==> config.mk <==
export PLATFORM = sky130hd
export DESIGN_NAME = i2c_master_read_burst
export DESIGN_NICKNAME = d
export VERILOG_FILES = /design/src/rtl/i2c_master_read_burst.sv
export SDC_FILE = /design/constraint.sdc
export NUM_CORES = 1
export LEC_CHECK = 0
export ABC_AREA = 0
export CORE_MARGIN = 1
export CORE_UTILIZATION = 51
export CTS_BUF_LIST = sky130_fd_sc_hd__clkbuf_8
export CTS_CLUSTER_DIAMETER = 150
export DETAILED_ROUTE_END_ITERATION = 10
export PLACE_DENSITY_LB_ADDON = 0.05
export SETUP_SLACK_MARGIN = 0.3
export SLEW_MARGIN = 20
export SYNTH_ARGS = -nofsm -noshare
export SYNTH_HDL_FRONTEND = slang
export SYNTH_SLANG_ARGS = --single-unit
==> constraint.sdc <==
create_clock -name clock -period 1.66 [get_ports clock]
set_input_delay 0.415 -clock clock [delete_from_list [all_inputs] [get_ports clock]]
set_output_delay 0.415 -clock clock [all_outputs]
set_load 0.005 [all_outputs]
==> src/rtl/i2c_master_read_burst.sv <==
// ---------------------------------------------------------------------------
// i2c_master_read_burst
//
// I2C master receive engine that reads 1..MAX_BYTES consecutive bytes from a
// slave inside a transaction that the controller above has already started
// and addressed. SCL timing is generated here: every bit lasts four phases of
// CLK_DIV clocks each, with SCL low in phases 0-1 and high in phases 2-3.
// SDA is sampled on the last clock of phase 2 and shifted in MSB first. After
// each byte the master ACKs, except after the final byte, which it NACKs.
// START/STOP and addressing belong to the transaction controller.
//
// Ports
//   clock       in   system clock, all logic on the rising edge
//   reset_n     in   synchronous active-low reset
//   go          in   level request, held high for the whole burst
//   byte_count  in   bytes to read (CW bits), sampled when leaving IDLE
//   data_out    out  last received byte
//   data_valid  out  one-cycle strobe, data_out holds a new byte
//   finish      out  burst complete, held until go drops
//   error       out  burst rejected or aborted, held until go drops
//   sda         in   SDA line sample
//   sda_oe      out  1 = pull SDA low, 0 = release
//   scl         out  SCL drive level
//   scl_in      in   SCL line sample (only with I2C_CLOCK_STRETCH_EN)
//
// Optional feature: define I2C_CLOCK_STRETCH_EN to honour slave clock
// stretching. The bit timer then waits at the start of phase 2 while scl_in
// is low; a wait longer than STRETCH_TIMEOUT clocks ends the burst in FAIL.
// In that build scl is the open-drain intent (1 = release high).
// ---------------------------------------------------------------------------
module i2c_master_read_burst #(
   parameter int CLK_DIV   = 4,
   parameter int MAX_BYTES = 4,
   parameter int CW        = $clog2(MAX_BYTES + 1)
`ifdef I2C_CLOCK_STRETCH_EN
   ,
   parameter int STRETCH_TIMEOUT = 1024
`endif
) (
   input  logic          clock,
   input  logic          reset_n,
   input  logic          go,
   input  logic [CW-1:0] byte_count,
   output logic [7:0]    data_out,
   output logic          data_valid,
   output logic          finish,
   output logic          error,
   input  logic          sda,
`ifdef I2C_CLOCK_STRETCH_EN
   input  logic          scl_in,
`endif
   output logic          sda_oe,
   output logic          scl
);

   localparam int DW = (CLK_DIV > 1) ? $clog2(CLK_DIV) : 1;
   localparam logic [DW-1:0] DIV_LAST  = DW'(CLK_DIV - 1);
   localparam logic [CW-1:0] COUNT_MAX = CW'(MAX_BYTES);

   typedef enum logic [2:0] {
      IDLE    = 3'd0,
      RX_BIT  = 3'd1,
      ACK_BIT = 3'd2,
      DONE    = 3'd3,
      FAIL    = 3'd4
   } state_t;

   state_t        state_r, state_s;
   logic [DW-1:0] div_r, div_s;
   logic [1:0]    phase_r, phase_s;
   logic [2:0]    bit_r, bit_s;
   logic [CW-1:0] left_r, left_s;
   logic [7:0]    shift_r, shift_s;
   logic          tick_s;
   logic          bit_end_s;
   logic          capture_s;
   logic          scl_s;
   logic          sda_oe_s;
   logic          hold_s;
   logic          timeout_s;

`ifdef I2C_CLOCK_STRETCH_EN
   // One extra count so that "held STRETCH_TIMEOUT clocks" is still representable.
   localparam int SW = $clog2(STRETCH_TIMEOUT + 2);
   logic [SW-1:0] stretch_r, stretch_s;

   // The slave stretches by keeping the line low once we have released it.
   assign hold_s    = ((state_r == RX_BIT) || (state_r == ACK_BIT)) &&
                      (phase_r == 2'd2) && (div_r == '0) && !scl_in;
   assign timeout_s = hold_s && (stretch_r == SW'(STRETCH_TIMEOUT));
   assign stretch_s = hold_s ? (stretch_r + SW'(1)) : '0;

   // Length of the current stretch.
   always_ff @(posedge clock) begin
      if (!reset_n) begin
         stretch_r <= '0;
      end else begin
         stretch_r <= stretch_s;
      end
   end
`else
   assign hold_s    = 1'b0;
   assign timeout_s = 1'b0;
`endif

   // Next-state, bit timing and shift register logic.
   always_comb begin
      state_s   = state_r;
      div_s     = div_r;
      phase_s   = phase_r;
      bit_s     = bit_r;
      left_s    = left_r;
      shift_s   = shift_r;
      capture_s = 1'b0;
      tick_s    = (div_r == DIV_LAST) && !hold_s;
      bit_end_s = tick_s && (phase_r == 2'd3);

      case (state_r)
         IDLE: begin
            div_s   = '0;
            phase_s = 2'd0;
            bit_s   = 3'd0;
            left_s  = '0;
            shift_s = 8'h00;
            if (go) begin
               if ((byte_count != '0) && (byte_count <= COUNT_MAX)) begin
                  left_s  = byte_count;
                  state_s = RX_BIT;
               end else begin
                  state_s = FAIL;
               end
            end else begin
               state_s = IDLE;
            end
         end

         RX_BIT, ACK_BIT: begin
            if (!go || timeout_s) begin
               // Abort or stretch timeout: drop the partial byte and all counts.
               state_s = go ? FAIL : IDLE;
               div_s   = '0;
               phase_s = 2'd0;
               bit_s   = 3'd0;
               left_s  = '0;
               shift_s = 8'h00;
            end else begin
               if (hold_s) begin
                  div_s = div_r;
               end else if (tick_s) begin
                  div_s   = '0;
                  phase_s = phase_r + 2'd1;
               end else begin
                  div_s = div_r + DW'(1);
               end

               if (state_r == RX_BIT) begin
                  if (tick_s && (phase_r == 2'd2)) begin
                     shift_s = {shift_r[6:0], sda};
                  end else begin
                     shift_s = shift_r;
                  end
                  if (bit_end_s) begin
                     if (bit_r == 3'd7) begin
                        bit_s     = 3'd0;
                        capture_s = 1'b1;
                        state_s   = ACK_BIT;
                     end else begin
                        bit_s = bit_r + 3'd1;
                     end
                  end else begin
                     bit_s = bit_r;
                  end
               end else begin
                  if (bit_end_s) begin
                     if (left_r > CW'(1)) begin
                        left_s  = left_r - CW'(1);
                        state_s = RX_BIT;
                     end else begin
                        left_s  = '0;
                        state_s = DONE;
                     end
                  end else begin
                     left_s = left_r;
                  end
               end
            end
         end

         DONE, FAIL: begin
            div_s   = '0;
            phase_s = 2'd0;
            bit_s   = 3'd0;
            left_s  = '0;
            if (!go) begin
               state_s = IDLE;
            end else begin
               state_s = state_r;
            end
         end

         default: begin
            state_s = IDLE;
            div_s   = '0;
            phase_s = 2'd0;
            bit_s   = 3'd0;
            left_s  = '0;
            shift_s = 8'h00;
         end
      endcase

      // Outputs are registered from the next state so they line up with it.
      scl_s    = ((state_s == RX_BIT) || (state_s == ACK_BIT)) && phase_s[1];
      // ACK while more bytes follow; the ACK slot of the last byte is a NACK.
      sda_oe_s = (state_s == ACK_BIT) && (left_s > CW'(1));
   end

   // State, counters and registered outputs.
   always_ff @(posedge clock) begin
      if (!reset_n) begin
         state_r    <= IDLE;
         div_r      <= '0;
         phase_r    <= 2'd0;
         bit_r      <= 3'd0;
         left_r     <= '0;
         shift_r    <= 8'h00;
         scl        <= 1'b0;
         sda_oe     <= 1'b0;
         data_out   <= 8'h00;
         data_valid <= 1'b0;
         finish     <= 1'b0;
         error      <= 1'b0;
      end else begin
         state_r    <= state_s;
         div_r      <= div_s;
         phase_r    <= phase_s;
         bit_r      <= bit_s;
         left_r     <= left_s;
         shift_r    <= shift_s;
         scl        <= scl_s;
         sda_oe     <= sda_oe_s;
         data_out   <= capture_s ? shift_r : data_out;
         data_valid <= capture_s;
         finish     <= (state_s == DONE);
         error      <= (state_s == FAIL);
      end
   end

endmodule

==> impl_metrics.yaml, run 1 <==
outcome:
  status: "completed"
global_route:
  grt_max_degree: 11
  antenna_found_initial: 0
  grt_pass1_wl_mm: 7.31
  grt_pass1_vias: 1577
  grt.overflow.total: 0
  grt_usage: 0.302
clock_network:
  htree_levels: 2
  cts-root-buf: "clkbuf_8"
  cts_inserted_buffers: 5
  cts-hold-fix-buffers: 0
  cts_sinks: 34
  cts_tree: "yes"
  clk_latency_ns: 0.28
  cts_buffer_depth: 2
  clkTransAtPathRegs_ns: 0.07
timing:
  clock_skew_ns: 0.00590
  rsz0062_at_grt: "yes"
  post-route-period-util: 0.926
  setup_viol: 0
  slew_violations: 0
  hold_viol: 0
  max_freq_mhz: 651
  setup_ws_ns: 0.124
  holdWs_ns: 0.475
  tightestPinTransition_ns: 0.309
  setup_tns_ns: 0
  slew_headroom: 0.794
  fin_crit_ns: 1.54
worst_setup_path:
  critPathLaunchType: "flip-flop"
  cp_num_buf_inv: 1
  slowest_delay_ns: 0.45
  required_ns: 1.87
  worstPathArrival_ns: 1.75
  worstPathCellList: "or3b_4 > buf_4 > a21oi_2 > o22ai_2 > a211oi_2"
  cp_slowest_cell: "or3b_4"
  worstSetupEndpointType: "flip-flop"
  crit_family: "compound AO/OA/AOI/OAI gates"
  crit_type: "flip-flop to flip-flop"
  crit_fanout: 6
yosys:
  synth_top_area_cell: "dfxtp_1"
  synth_top_family_by_area: "simple AND/OR/NAND/NOR gates"
  synth-simple-area-share: 0.241
  synth-seq-area-share: 0.452
  yosysUniqueCellTypes: 39
  avgSynthCellArea_um2: 8.80
  synth_top_area_share: 0.452
  synth_fa_ha_area_frac: 0.0665
  synth.area.mux_share: 0.0665
  synth_edf_count: 0
  synth-async-reset-ratio: 0
  yosys.area_share.xor_xnor: 0.0175
  netlist_instances: 171
  synth_nets: 186
  yosysWarningCount: 0
  synth_area_um2: 1510
  synthFlopType: "dfxtp_1"
  synthTopCellsByArea: "dfxtp_1, nor2_1, ha_1, mux2i_1, nand2_1"
  ys_ff_latch: 34
  synth_compound_area_frac: 0.109
run:
  cap_violations: 0
floorplanning:
  io_pins: 20
  placementRows: 19
  die_area_um2: 3170
  die_y_um: 56.3
  die_w_um: 56.3
  core_area_um2: 2780
  start_util: 0.541
drt:
  viasPerCell: 6.05
  via_count: 1578
  highest_layer: "met4"
  avgRoutedWirePerCell_um: 20.7
  ant_nets: 0
  wl_met2_mm: 2.66
  drtIter0Drc: 100
  drc: 0
  met3WireLength_um: 294
  dr.pass1.iters: 4
  finalWirelength_mm: 5.40
  wl_met1_mm: 2.22
finish:
  fill_cells: 108
  drive_above_1_share: 0.474
  multi_input_area_um2: 1090
  nets: 244
  syn2layout_area_growth_pct: 65.9
  regArea_um2: 707
  diodes: 0
placed_design:
  place_ws_ns: -0.286
  gp_congestion: 0.929
  io_buffers: 19
  dp_hpwl_mm: 2.43
power_and_ir_drop:
  power_density_nw_per_um2: 719
  power_mw: 1.80
  p_leak_nw: 1.13
  ir_drop_mv: 0.954
worst_hold_path:
  hold_class: "flip-flop to flip-flop"
-- metrics by stage --
stage,util,area [µm²],instances
finish,0.898,2500,261
global route,0.898,2500,261
CTS,0.823,2290,253
detailed placement,0.679,1890,230
global placement,0.679,1890,230
floorplan,-,1600,171
-- synthesized netlist by cell type (2+ instances only) --
cell type / instances
dfxtp_1: 34
nor2_1: 28
nand2_1: 18
a21oi_1: 13
mux2i_1: 10
ha_1: 8
inv_1: 6
nor3_1: 6
clkbuf_1: 4
nand3_1: 4
nand4_1: 4
o21ai_0: 4
and2_1: 2
clkbuf_2: 2
nor3b_1: 2
o31ai_1: 2
xnor2_1: 2
-- flip-flops by register name, summed over array words and instances (netlist names) --
| name | count |
|---|---|
| bit_r | 3 |
| data_out | 8 |
| data_valid | 1 |
| div_r | 2 |
| error | 1 |
| finish | 1 |
| left_r | 3 |
| phase_r | 2 |
| scl | 1 |
| sda_oe | 1 |
| shift_r | 8 |
| state_r | 3 |
-- placed cells by master (no fill, tap or decap), types with 2 or more instances in the layout --
cell type and count:
a21oi_2 2, nand2_4 3, nor3_1 4, buf_4 30, dfxtp_2 3, mux2i_1 9, dfxtp_4 6, dlygate4sd2_1 15
ha_4 7, clkbuf_8 8, o21ai_2 2, nand2_2 3, nor3_2 2, nor3b_2 2, o31ai_4 2, nor2_1 23
nand3_4 2, dfxtp_1 25, inv_1 4, nor2_2 4, o21ai_1 3, a21oi_1 9, and2_4 2, buf_6 10
a21oi_4 2, nand2_1 13, nand4_1 4, and3_4 2
-- area by class of cell --
class | count | area share
Inverter | 6 | 0.0100
Sequential cell | 34 | 0.283
Clock buffer | 8 | 0.0441
Multi-Input combinational cell | 122 | 0.436
Timing Repair Buffer | 60 | 0.211
Tap cell | 31 | 0.0155
-- where the power goes --
| group | total [mW] | internal [mW] | leakage, nW | switching (mW) |
|---|---|---|---|---|
| combinational | 0.239 | 0.112 | 0.790 | 0.127 |
| clock | 0.714 | 0.419 | 0.0575 | 0.295 |
| sequential | 0.843 | 0.824 | 0.281 | 0.0189 |
-- worst paths after layout --
kind	startpoint	endpoint	slack, ns	depth (start not counted)
worst max register to register	state_r[2]	left_r[0]	0.12	5
worst min register to register	div_r[0]	div_r[0]	0.47	1
worst min-delay path	div_r[0]	div_r[0]	0.47	1
worst max-delay path	state_r[2]	left_r[0]	0.12	5
-- repair_timing --
action,4_1_cts,5_1_grt
pin swaps,21,13
endpoints found under the setup margin,47,27
cloned,1,0
resized for setup,66,35
buffers inserted,14,8
-- metal layers --
layer / track usage / vias to the layer above
li1: - / 701
met1: 0.340 / 772
met2: 0.505 / 81
met3: 0.0991 / 24
met4: 0.164 / 0
met5: 0 / -
-- logic make-up (layout without fill, tap and decap cells) --
group                    Yosys count  in the layout
AO/OA/AOI/OAI                     26             26
XOR/XNOR                           3              3
adder cells (fa/ha/maj)            8              8
buffers and inverters             15             74
flip-flops                        34             34
multiplexers                      10             10
AND/OR/NAND/NOR                   75             75
Power figures use the tool's default switching activity.
==> run 2: changes to the inputs <==
Settings changed: CORE_MARGIN 1 to 5.
==> run 2 against run 1 <==
Via count is 12% lower. Register-to-register slack gained 0.04 ns. Worst setup slack improved by 0.038 ns. Combinational power is 19% lower. Critical path type unchanged. Hold slack got worse by 0.016 ns. Global-route usage fell by 12 points. Non-clock buffer count shrank 12. Clock power is 20% lower. Sequential power about the same.
==> impl_metrics.yaml, run 2 (synthesis gave the netlist of run 1 again) <==
outcome:
  status: "completed"
placed_design:
  gp_congestion: 0.912
  dp.cells: 228
  place_area_um2: 1870
  dp_hpwl_mm: 2.33
  io_buffers: 19
floorplanning:
  start_util: 0.541
  placementRows: 19
  die_y_um: 64.3
  core_area_um2: 2780
  die_area_um2: 4140
  die_w_um: 64.3
  io_pins: 20
finish:
  layout.cells.most_common_list: "nor2_1, dfxtp_1, buf_4"
  drive_above_1_share: 0.401
  regArea_um2: 704
  fin_cells: 248
  syn2layout_area_growth_pct: 48.5
  finalInstanceArea_um2: 2230
  nets: 232
  top_regs: "data_out x8, shift_r x8"
  diodes: 0
  multi_input_area_um2: 980
  fill_cells: 185
timing:
  slew_headroom: 0.734
  tightestPinTransition_ns: 0.395
  setup_tns_ns: 0
  fin_crit_ns: 1.50
  clock_skew_ns: 0.00357
  post-route-period-util: 0.903
  slew_violations: 0
  setup_viol: 0
  max_freq_mhz: 667
  hold_viol: 0
  rsz0062_at_grt: "yes"
clock_network:
  cts_tree: "yes"
  clkTransAtPathRegs_ns: 0.06
  cts-root-buf: "clkbuf_8"
  cts_sinks: 34
  htree_levels: 2
  cts-hold-fix-buffers: 0
  cts_buffer_depth: 2
  cts_inserted_buffers: 5
  clk_latency_ns: 0.29
worst_setup_path:
  critPathLaunchType: "flip-flop"
  required_ns: 1.83
  worstPathArrival_ns: 1.67
  worstSetupEndpointType: "flip-flop"
  crit_type: "flip-flop to flip-flop"
  crit_fanout: 7
drt:
  via_count: 1396
  drc: 0
  viasPerCell: 5.63
  finalWirelength_mm: 3.94
  ant_nets: 0
  dr.pass1.iters: 4
  avgRoutedWirePerCell_um: 15.9
  drtIter0Drc: 70
global_route:
  grt_usage: 0.184
  grt_pass1_vias: 1316
  grt_pass1_wl_mm: 6.02
  grt_max_degree: 11
  grt.overflow.total: 0
  antenna_found_initial: 0
power_and_ir_drop:
  ir_drop_mv: 0.794
  power_density_nw_per_um2: 720
  p_leak_nw: 0.995
worst_hold_path:
  hold_class: "flip-flop to flip-flop"
run:
  cap_violations: 0
-- run 2: stage by stage --
| stage | hold WS, ns | setup WS [ns] | power (mW) | util |
|---|---|---|---|---|
| after floorplan | 0.428 | 0.157 | 0.947 | - |
| after CTS | 0.465 | 0.149 | 1.58 | 0.780 |
| final | 0.459 | 0.161 | 1.61 | 0.803 |
| after global placement | 0.435 | -0.267 | 1.01 | 0.673 |
| after detailed placement | 0.456 | -0.295 | 1.01 | 0.673 |
| after global routing | 0.477 | 0.0767 | 1.68 | 0.803 |
-- run 2: critical path, cell delays in order, from the launching register on --
cell	delay [ns]
dfxtp_4	0.38
nor3b_4	0.34
nand3_2	0.17
a21oi_4	0.25
xor2_2	0.18
nor3_2	0.06
-- run 2: timing repair --
action                     4_1_cts  5_1_grt
pin swaps                       20        9
buffers inserted                 8        3
setup endpoints to repair       47       28
resized for setup               63       14
cloned                           2        0
-- run 2: worst paths after layout --
| path | startpoint | slack (ns) | to | cells past startpoint |
|---|---|---|---|---|
| setup / recovery | state_r[1] | 0.16 | scl | 5 |
| hold / removal | shift_r[7] | 0.46 | shift_r[7] | 2 |
| setup reg to reg | state_r[1] | 0.16 | scl | 5 |
| hold reg to reg | shift_r[7] | 0.46 | shift_r[7] | 2 |
-- run 2: power by group --
part / internal, mW / leakage (nW) / switching [mW]
Combinational: 0.0928 / 0.671 / 0.100
Clock: 0.281 / 0.0438 / 0.292
Sequential: 0.827 / 0.281 / 0.0164
Total: 1.20 / 0.995 / 0.409
-- run 2: per-layer routing --
metal / track usage / up-vias / part of all wire
met5: 0 / - / 0
met4: 0.0534 / 0 / 0.033
met3: 0.0648 / 16 / 0.064
met2: 0.303 / 48 / 0.49
met1: 0.224 / 652 / 0.41
li1: - / 680 / -
-- run 2: final cells by class --
class,count,area share
Multi-Input combinational cell,122,0.438
Sequential cell,34,0.315
Timing Repair Buffer,48,0.184
Clock buffer,5,0.0308
Tap cell,31,0.0174
Inverter,6,0.0101
Clock inverter,2,0.00448
==> run 3: changes to the inputs <==
Settings changed: SKIP_LAST_GASP set to 1, SLEW_MARGIN 20 to 5.
==> results of run 3 <==
No change in the layout: final DEF, timing and power equal those of run 2.
